<file path="src/rtl/mem_arb_pkg.sv">
// Shared types and default sizing for the IF/DM memory port arbiter.
package mem_arb_pkg;

    localparam int unsigned DEF_DATA_W    = 32;
    localparam int unsigned DEF_ADDR_W    = 32;
    localparam int unsigned DEF_MEM_DEPTH = 128;
    localparam int unsigned DEF_MAX_WAIT  = 4;

    typedef enum logic [0:0] {
        IDLE   = 1'b0,
        ACCESS = 1'b1
    } state_e;

    typedef enum logic [0:0] {
        OWN_IF = 1'b0,
        OWN_DM = 1'b1
    } owner_e;

endpackage

</file>
<file path="src/rtl/mem_arb_prio.sv">
// Winner select between IF and DM with an IF starvation counter.
module mem_arb_prio
    import mem_arb_pkg::*;
#(
    parameter int unsigned MAX_WAIT = DEF_MAX_WAIT
) (
    input  logic clk,
    input  logic rst,
    input  logic arb_en,
    input  logic if_req,
    input  logic dm_req,
    output logic if_win_c
);

    localparam int unsigned CNT_W = (MAX_WAIT > 0) ? $clog2(MAX_WAIT + 1) : 1;

    logic [CNT_W-1:0] starve_cnt_q;
    logic [CNT_W-1:0] starve_cnt_d;
    logic             starved;

    // IF wins when DM is absent or IF has lost MAX_WAIT arbitrations in a row
    always_comb begin
        starved  = (starve_cnt_q == CNT_W'(MAX_WAIT));
        if_win_c = if_req && (!dm_req || starved);
    end

    // Count IF losses (saturating); clear on IF grant or when IF stops asking
    always_comb begin
        starve_cnt_d = starve_cnt_q;
        if (!if_req) begin
            starve_cnt_d = '0;
        end else if (arb_en) begin
            if (if_win_c) begin
                starve_cnt_d = '0;
            end else if (!starved) begin
                starve_cnt_d = starve_cnt_q + CNT_W'(1);
            end
        end
    end

    // Starvation counter register
    always_ff @(posedge clk or posedge rst) begin
        if (rst) begin
            starve_cnt_q <= '0;
        end else begin
            starve_cnt_q <= starve_cnt_d;
        end
    end

endmodule

</file>
<file path="src/rtl/mem_port_arbiter.sv">
// Two-cycle shared memory port between instruction fetch and the data stage.
module mem_port_arbiter
    import mem_arb_pkg::*;
#(
    parameter int unsigned DATA_W    = DEF_DATA_W,
    parameter int unsigned ADDR_W    = DEF_ADDR_W,
    parameter int unsigned MEM_DEPTH = DEF_MEM_DEPTH,
    parameter int unsigned MAX_WAIT  = DEF_MAX_WAIT
) (
    input  logic              clk,
    input  logic              rst,
    input  logic              if_req,
    input  logic [ADDR_W-1:0] if_addr,
    output logic              if_gnt,
    output logic              if_valid,
    output logic [DATA_W-1:0] if_rdata,
    input  logic              dm_req,
    input  logic              dm_we,
    input  logic [ADDR_W-1:0] dm_addr,
    input  logic [DATA_W-1:0] dm_wdata,
    output logic              dm_gnt,
    output logic              dm_valid,
    output logic [DATA_W-1:0] dm_rdata,
    output logic              addr_err,
    output logic [ADDR_W-1:0] mem_addr,
    output logic              mem_we,
    output logic [DATA_W-1:0] mem_wdata,
    input  logic [DATA_W-1:0] mem_rdata,
    output logic              busy
);

    state_e            state_q,     state_d;
    owner_e            owner_q,     owner_d;
    logic              err_q,       err_d;
    logic              wr_q,        wr_d;
    logic [ADDR_W-1:0] mem_addr_q,  mem_addr_d;
    logic              mem_we_q,    mem_we_d;
    logic [DATA_W-1:0] mem_wdata_q, mem_wdata_d;
    logic              if_gnt_q,    if_gnt_d;
    logic              dm_gnt_q,    dm_gnt_d;
    logic              if_valid_q,  if_valid_d;
    logic              dm_valid_q,  dm_valid_d;
    logic              addr_err_q,  addr_err_d;
    logic [DATA_W-1:0] if_rdata_q,  if_rdata_d;
    logic [DATA_W-1:0] dm_rdata_q,  dm_rdata_d;

    logic              arb_en;
    logic              if_win_c;
    logic              if_oor;
    logic              dm_oor;
    logic [DATA_W-1:0] rd_data;

    assign arb_en = (state_q == IDLE) && (if_req || dm_req);

    mem_arb_prio #(
        .MAX_WAIT (MAX_WAIT)
    ) u_prio (
        .clk      (clk),
        .rst      (rst),
        .arb_en   (arb_en),
        .if_req   (if_req),
        .dm_req   (dm_req),
        .if_win_c (if_win_c)
    );

    // Range checks on the full address width; out-of-range reads return zero
    always_comb begin
        if_oor  = (if_addr >= ADDR_W'(MEM_DEPTH));
        dm_oor  = (dm_addr >= ADDR_W'(MEM_DEPTH));
        rd_data = err_q ? '0 : mem_rdata;
    end

    // Next-state and response logic: grant in IDLE, complete in ACCESS
    always_comb begin
        state_d     = state_q;
        owner_d     = owner_q;
        err_d       = err_q;
        wr_d        = wr_q;
        mem_addr_d  = mem_addr_q;
        mem_we_d    = 1'b0;
        mem_wdata_d = mem_wdata_q;
        if_gnt_d    = 1'b0;
        dm_gnt_d    = 1'b0;
        if_valid_d  = 1'b0;
        dm_valid_d  = 1'b0;
        addr_err_d  = 1'b0;
        if_rdata_d  = if_rdata_q;
        dm_rdata_d  = dm_rdata_q;

        unique case (state_q)
            IDLE: begin
                if (arb_en) begin
                    state_d = ACCESS;
                    if (if_win_c) begin
                        owner_d    = OWN_IF;
                        mem_addr_d = if_addr;
                        wr_d       = 1'b0;
                        err_d      = if_oor;
                        if_gnt_d   = 1'b1;
                    end else begin
                        owner_d     = OWN_DM;
                        mem_addr_d  = dm_addr;
                        mem_wdata_d = dm_wdata;
                        wr_d        = dm_we;
                        err_d       = dm_oor;
                        mem_we_d    = dm_we && !dm_oor;
                        dm_gnt_d    = 1'b1;
                    end
                end
            end
            ACCESS: begin
                state_d    = IDLE;
                addr_err_d = err_q;
                if (owner_q == OWN_IF) begin
                    if_valid_d = 1'b1;
                    if_rdata_d = rd_data;
                end else begin
                    dm_valid_d = 1'b1;
                    if (!wr_q) begin
                        dm_rdata_d = rd_data;
                    end
                end
            end
            default: state_d = IDLE;
        endcase
    end

    // State and output registers; reset aborts any access in flight
    always_ff @(posedge clk or posedge rst) begin
        if (rst) begin
            state_q     <= IDLE;
            owner_q     <= OWN_IF;
            err_q       <= 1'b0;
            wr_q        <= 1'b0;
            mem_addr_q  <= '0;
            mem_we_q    <= 1'b0;
            mem_wdata_q <= '0;
            if_gnt_q    <= 1'b0;
            dm_gnt_q    <= 1'b0;
            if_valid_q  <= 1'b0;
            dm_valid_q  <= 1'b0;
            addr_err_q  <= 1'b0;
            if_rdata_q  <= '0;
            dm_rdata_q  <= '0;
        end else begin
            state_q     <= state_d;
            owner_q     <= owner_d;
            err_q       <= err_d;
            wr_q        <= wr_d;
            mem_addr_q  <= mem_addr_d;
            mem_we_q    <= mem_we_d;
            mem_wdata_q <= mem_wdata_d;
            if_gnt_q    <= if_gnt_d;
            dm_gnt_q    <= dm_gnt_d;
            if_valid_q  <= if_valid_d;
            dm_valid_q  <= dm_valid_d;
            addr_err_q  <= addr_err_d;
            if_rdata_q  <= if_rdata_d;
            dm_rdata_q  <= dm_rdata_d;
        end
    end

    assign if_gnt    = if_gnt_q;
    assign dm_gnt    = dm_gnt_q;
    assign if_valid  = if_valid_q;
    assign dm_valid  = dm_valid_q;
    assign if_rdata  = if_rdata_q;
    assign dm_rdata  = dm_rdata_q;
    assign addr_err  = addr_err_q;
    assign mem_addr  = mem_addr_q;
    assign mem_we    = mem_we_q;
    assign mem_wdata = mem_wdata_q;
    assign busy      = (state_q != IDLE);

endmodule
</file>
<file path="config.mk">
export PLATFORM = sky130hd
export DESIGN_NAME = mem_port_arbiter
export DESIGN_NICKNAME = d
export VERILOG_FILES = /design/src/rtl/mem_arb_pkg.sv /design/src/rtl/mem_arb_prio.sv /design/src/rtl/mem_port_arbiter.sv
export SDC_FILE = /design/constraint.sdc
export NUM_CORES = 1
export LEC_CHECK = 0
export BUFFER_PORTS_ARGS = -buffer_cell sky130_fd_sc_hd__clkbuf_2
export CAP_MARGIN = 10
export CORE_UTILIZATION = 50
export CTS_CLUSTER_DIAMETER = 50
export DETAILED_ROUTE_END_ITERATION = 7
export PLACE_DENSITY = 0.86
export SLEW_MARGIN = 20
export SYNTH_ARGS = -nofsm -noshare
export SYNTH_HDL_FRONTEND = slang
export SYNTH_SLANG_ARGS = --single-unit
</file>
<file path="constraint.sdc">
create_clock -name clk -period 14.4 [get_ports clk]
set_input_delay 2.88 -clock clk [delete_from_list [all_inputs] [get_ports clk]]
set_output_delay 2.88 -clock clk [all_outputs]
set_load 0.02 [all_outputs]
</file>
==> metrics.md <==
| Metric | Value |
|---|---|
| Layout area overhead | `36.24%` |
| PortBufs | `267` |
| Num rows | `38` |
| Drt wl/cell | `16.83 um` |
| NumNets Final | `876` |
| Vias | `4850` |
| Fin. Hold Viols | `0` |
| Synth Warn # | `0` |
| ANT nets after route | `0` |
| Vias in the first global route | `4903` |
| Synthesized area | `5583 um^2` |
| Critical-path maximum fanout | `49` |
| Fmax | `215.8 MHz` |
| First-pass GRT wire length | `23560 um` |
| Syn_area_per_cell | `11.56 um^2` |
| H-tree Lvls | `4` |
| Count of cell types in the netlist | `28` |
| Syn Nets | `618` |
| Setup violators final | `0` |
| Die width | `107.7 um` |
| Clk root buf | `clkbuf_8` |
| Worst-path clk slew | `0.06 ns` |
| Worst path top cell family by delay | `compound AO/OA/AOI/OAI gates` |
| Clk buf depth | `2` |
| Clock sinks | `141` |
| Yosys reg bits | `141` |
| Worst min path class | `reg2reg` |
| Pwr per Cell Area | `182.1 nW/um^2` |
| Core box area | `10840 um^2` |
| Worst skew pair latency | `0.50 ns` |
| Die Y | `107.7 um` |
| Max-slew headroom | `0.2884` |
| Starting DRC count in detailed routing | `518` |
| Clock network power share | `0.319` |
| Comb pwr share | `0.279` |
| Postcts setup bufs | `0` |
| Ports | `268` |
| Post-DP HPWL | `10720 um` |
| Flop pwr share | `0.402` |
| Hold_buf cts | `0` |
| Initial antenna violation count | `0` |
| MaxCap Viol Count | `0` |
| Worst path arrival time | `5.01 ns` |
| Switch Pwr | `0.4730 mW` |
| Critical path buffers and inverters | `3` |
| Worst Tran Pin Value | `1.067 ns` |
| Sw frac | `0.3416` |
| Die area | `11590 um^2` |
| Gr usage total | `0.2686` |
| Diode count | `0` |
| CP max stage delay | `0.74 ns` |
| CP Capture Type | `flop` |
| Num CTS Buffers | `17` |
| DR DRC count | `3` |
| Failing checks | `design-rule violations` |
| Via density | `5.425` |
| CP startpoint kind | `input port` |
| Drt pass-1 iters | `8` |
| Resized Gates After CTS | `0` |
| Share of layout cells above drive strength 1 | `0.4509` |
| Sequential-to-total area share from yosys stat | `0.6320` |
| Unrepaired setup endpoints after global routing | `false` |
| Crit-path slowest cell | `o21bai_4` |
| Critical Path RT | `14.78 ns` |
| Initial core utilization | `0.5150` |
| Routability congestion estimate | `0.7965` |
| Internal power | `0.9118 mW` |
| Final worst path period share | `0.3218` |
| CTS tree | `done` |
| LEAKAGE | `4.004 nW` |
| Slew Limit Fails | `0` |
| WL final | `15040 um` |
| Cells after synthesis | `483` |
| Setup_tns | `0 ns` |
| Final Power | `1.385 mW` |
| Peak supply drop | `89.33 uV` |
| Min Tclk post-route | `4.634 ns` |
| CP Class | `in2reg` |
| Largest net degree at the start of global routing | `86` |
| Worst-path cell chain | `clkbuf_2 > o21bai_4 > a21oi_4 > buf_4 > a222oi_1 > inv_1` |
| Grt total ovfl | `0` |
| Status | `finished, violations left` |
| Fin Clk Skew | `0.005062 ns` |
==> registers in the layout, indices dropped and copies added (netlist names), 3 cells and up <==
signal	count
if_rdata	32
dm_rdata	32
u_prio.starve_cnt_q	3
mem_wdata	32
mem_addr	32
==> cell usage in the layout (no fill, tap or decap), types with 3 or more instances in the layout <==
cell type	count
a222oi_1	32
and2_1	4
nor2_1	3
nor4_1	10
dfrtp_1	141
inv_1	36
clkbuf_8	5
nand3_1	3
mux2_2	32
nand2_1	71
bufinv_16	3
clkbuf_2	267
o21ai_0	68
nor3_1	3
clkbuf_16	16
nand2b_1	32
==> per-layer routing <==
metal	wire (um)	vias up	track usage
li1	-	2197	-
met1	5484	2321	0.2956
met2	7836	300	0.4803
met3	1377	32	0.07446
met4	342	0	0.1204
met5	0	-	0
==> worst min-delay path, cell delays in order (launching register included) <==
cell	delay, ns
dfrtp_1	0.34
nand2_1	0.05
o21ai_0	0.06
==> final cells by class <==
type / count / area [um^2]
clock buffers: 23 / 476.7
clock inverters: 9 / 132.6
fillers: 785 / 3234
inverters: 37 / 143.9
multi-input cells: 274 / 1787
flip-flops and latches: 141 / 3528
well taps: 140 / 175.2
repair buffers: 270 / 1363
==> cells in the mapped netlist <==
master    instances  area, um^2
nor3_1            3       15.01
a21oi_1           1       5.000
nor2_1            3       11.26
dfrtp_1         141        3528
buf_2             5       25.02
a222oi_1         32       320.3
o21bai_4          1       18.77
nand2_1          71       266.5
inv_1            37       138.9
o21ai_0          68       340.3
nor2b_1           1       6.260
a21boi_0          1       7.510
mux2i_1           1       10.01
a21o_1            1       7.510
and2_1            4       25.02
nor4_1           10       62.56
buf_4             4       30.03
buf_6             2       22.52
mux2_2           32       360.4
nand4_1           2       12.51
ha_1              2       25.02
nor3b_2           1       12.51
nand2b_1         34       212.7
a21bo_2           1       10.01
nor3_2            1       10.01
a21oi_2           1       8.760
nand3_1           3       15.01
clkbuf_1         20       75.07
==> path summary, 6_finish.rpt <==
check | from | to | slack [ns] | cells past startpoint
hold / removal | if_rdata[29]$_DFFE_PP0P_ | if_rdata[29]$_DFFE_PP0P_ | 0.48 | 2
hold reg to reg | if_rdata[29]$_DFFE_PP0P_ | if_rdata[29]$_DFFE_PP0P_ | 0.48 | 2
setup / recovery | if_req | mem_addr[9]$_DFFE_PP0P_ | 9.77 | 6
max in group asynchronous | rst | dm_rdata[1]$_DFFE_PP0P_ | 10.67 | 3
min in group asynchronous | rst | mem_wdata[19]$_DFFE_PP0P_ | 2.52 | 2
setup reg to reg | busy$_DFF_PP0_ | mem_wdata[2]$_DFFE_PP0P_ | 11.67 | 4
==> through the flow <==
step / hold slack [ns] / cells / util / setup WS (ns) / area (um^2)
after CTS: 0.4850 / 894 / 0.7012 / 9.821 / 7601
after global placement: 0.4614 / 861 / 0.6439 / 9.443 / 6980
after detailed placement: 0.4718 / 862 / 0.6450 / 9.329 / 6992
final: 0.4825 / 894 / 0.7016 / 9.766 / 7606
after floorplan: 0.4373 / 483 / - / 7.739 / 5583
after global routing: 0.5073 / 894 / 0.7016 / 9.620 / 7606
==> power groups by stage <==
stage / combinational [mW] / sequential [mW] / clock [mW]
after global routing: 0.420 / 0.567 / 0.468
after global placement: 0.376 / 0.554 / 0
after CTS: 0.389 / 0.556 / 0.449
after floorplan: 0.121 / 0.668 / 0
final: 0.387 / 0.556 / 0.442
after detailed placement: 0.388 / 0.561 / 0
==> logic make-up after synthesis <==
| kind of cell | after synthesis | synth area share |
|---|---|---|
| fa+ha+maj | 2 | 0.004482 |
| buf+inv | 68 | 0.05222 |
| mux | 33 | 0.06634 |
| flops | 141 | 0.6320 |
| simple gates | 133 | 0.1163 |
| compound gates | 106 | 0.1286 |
(Power assumes the default switching activity.)
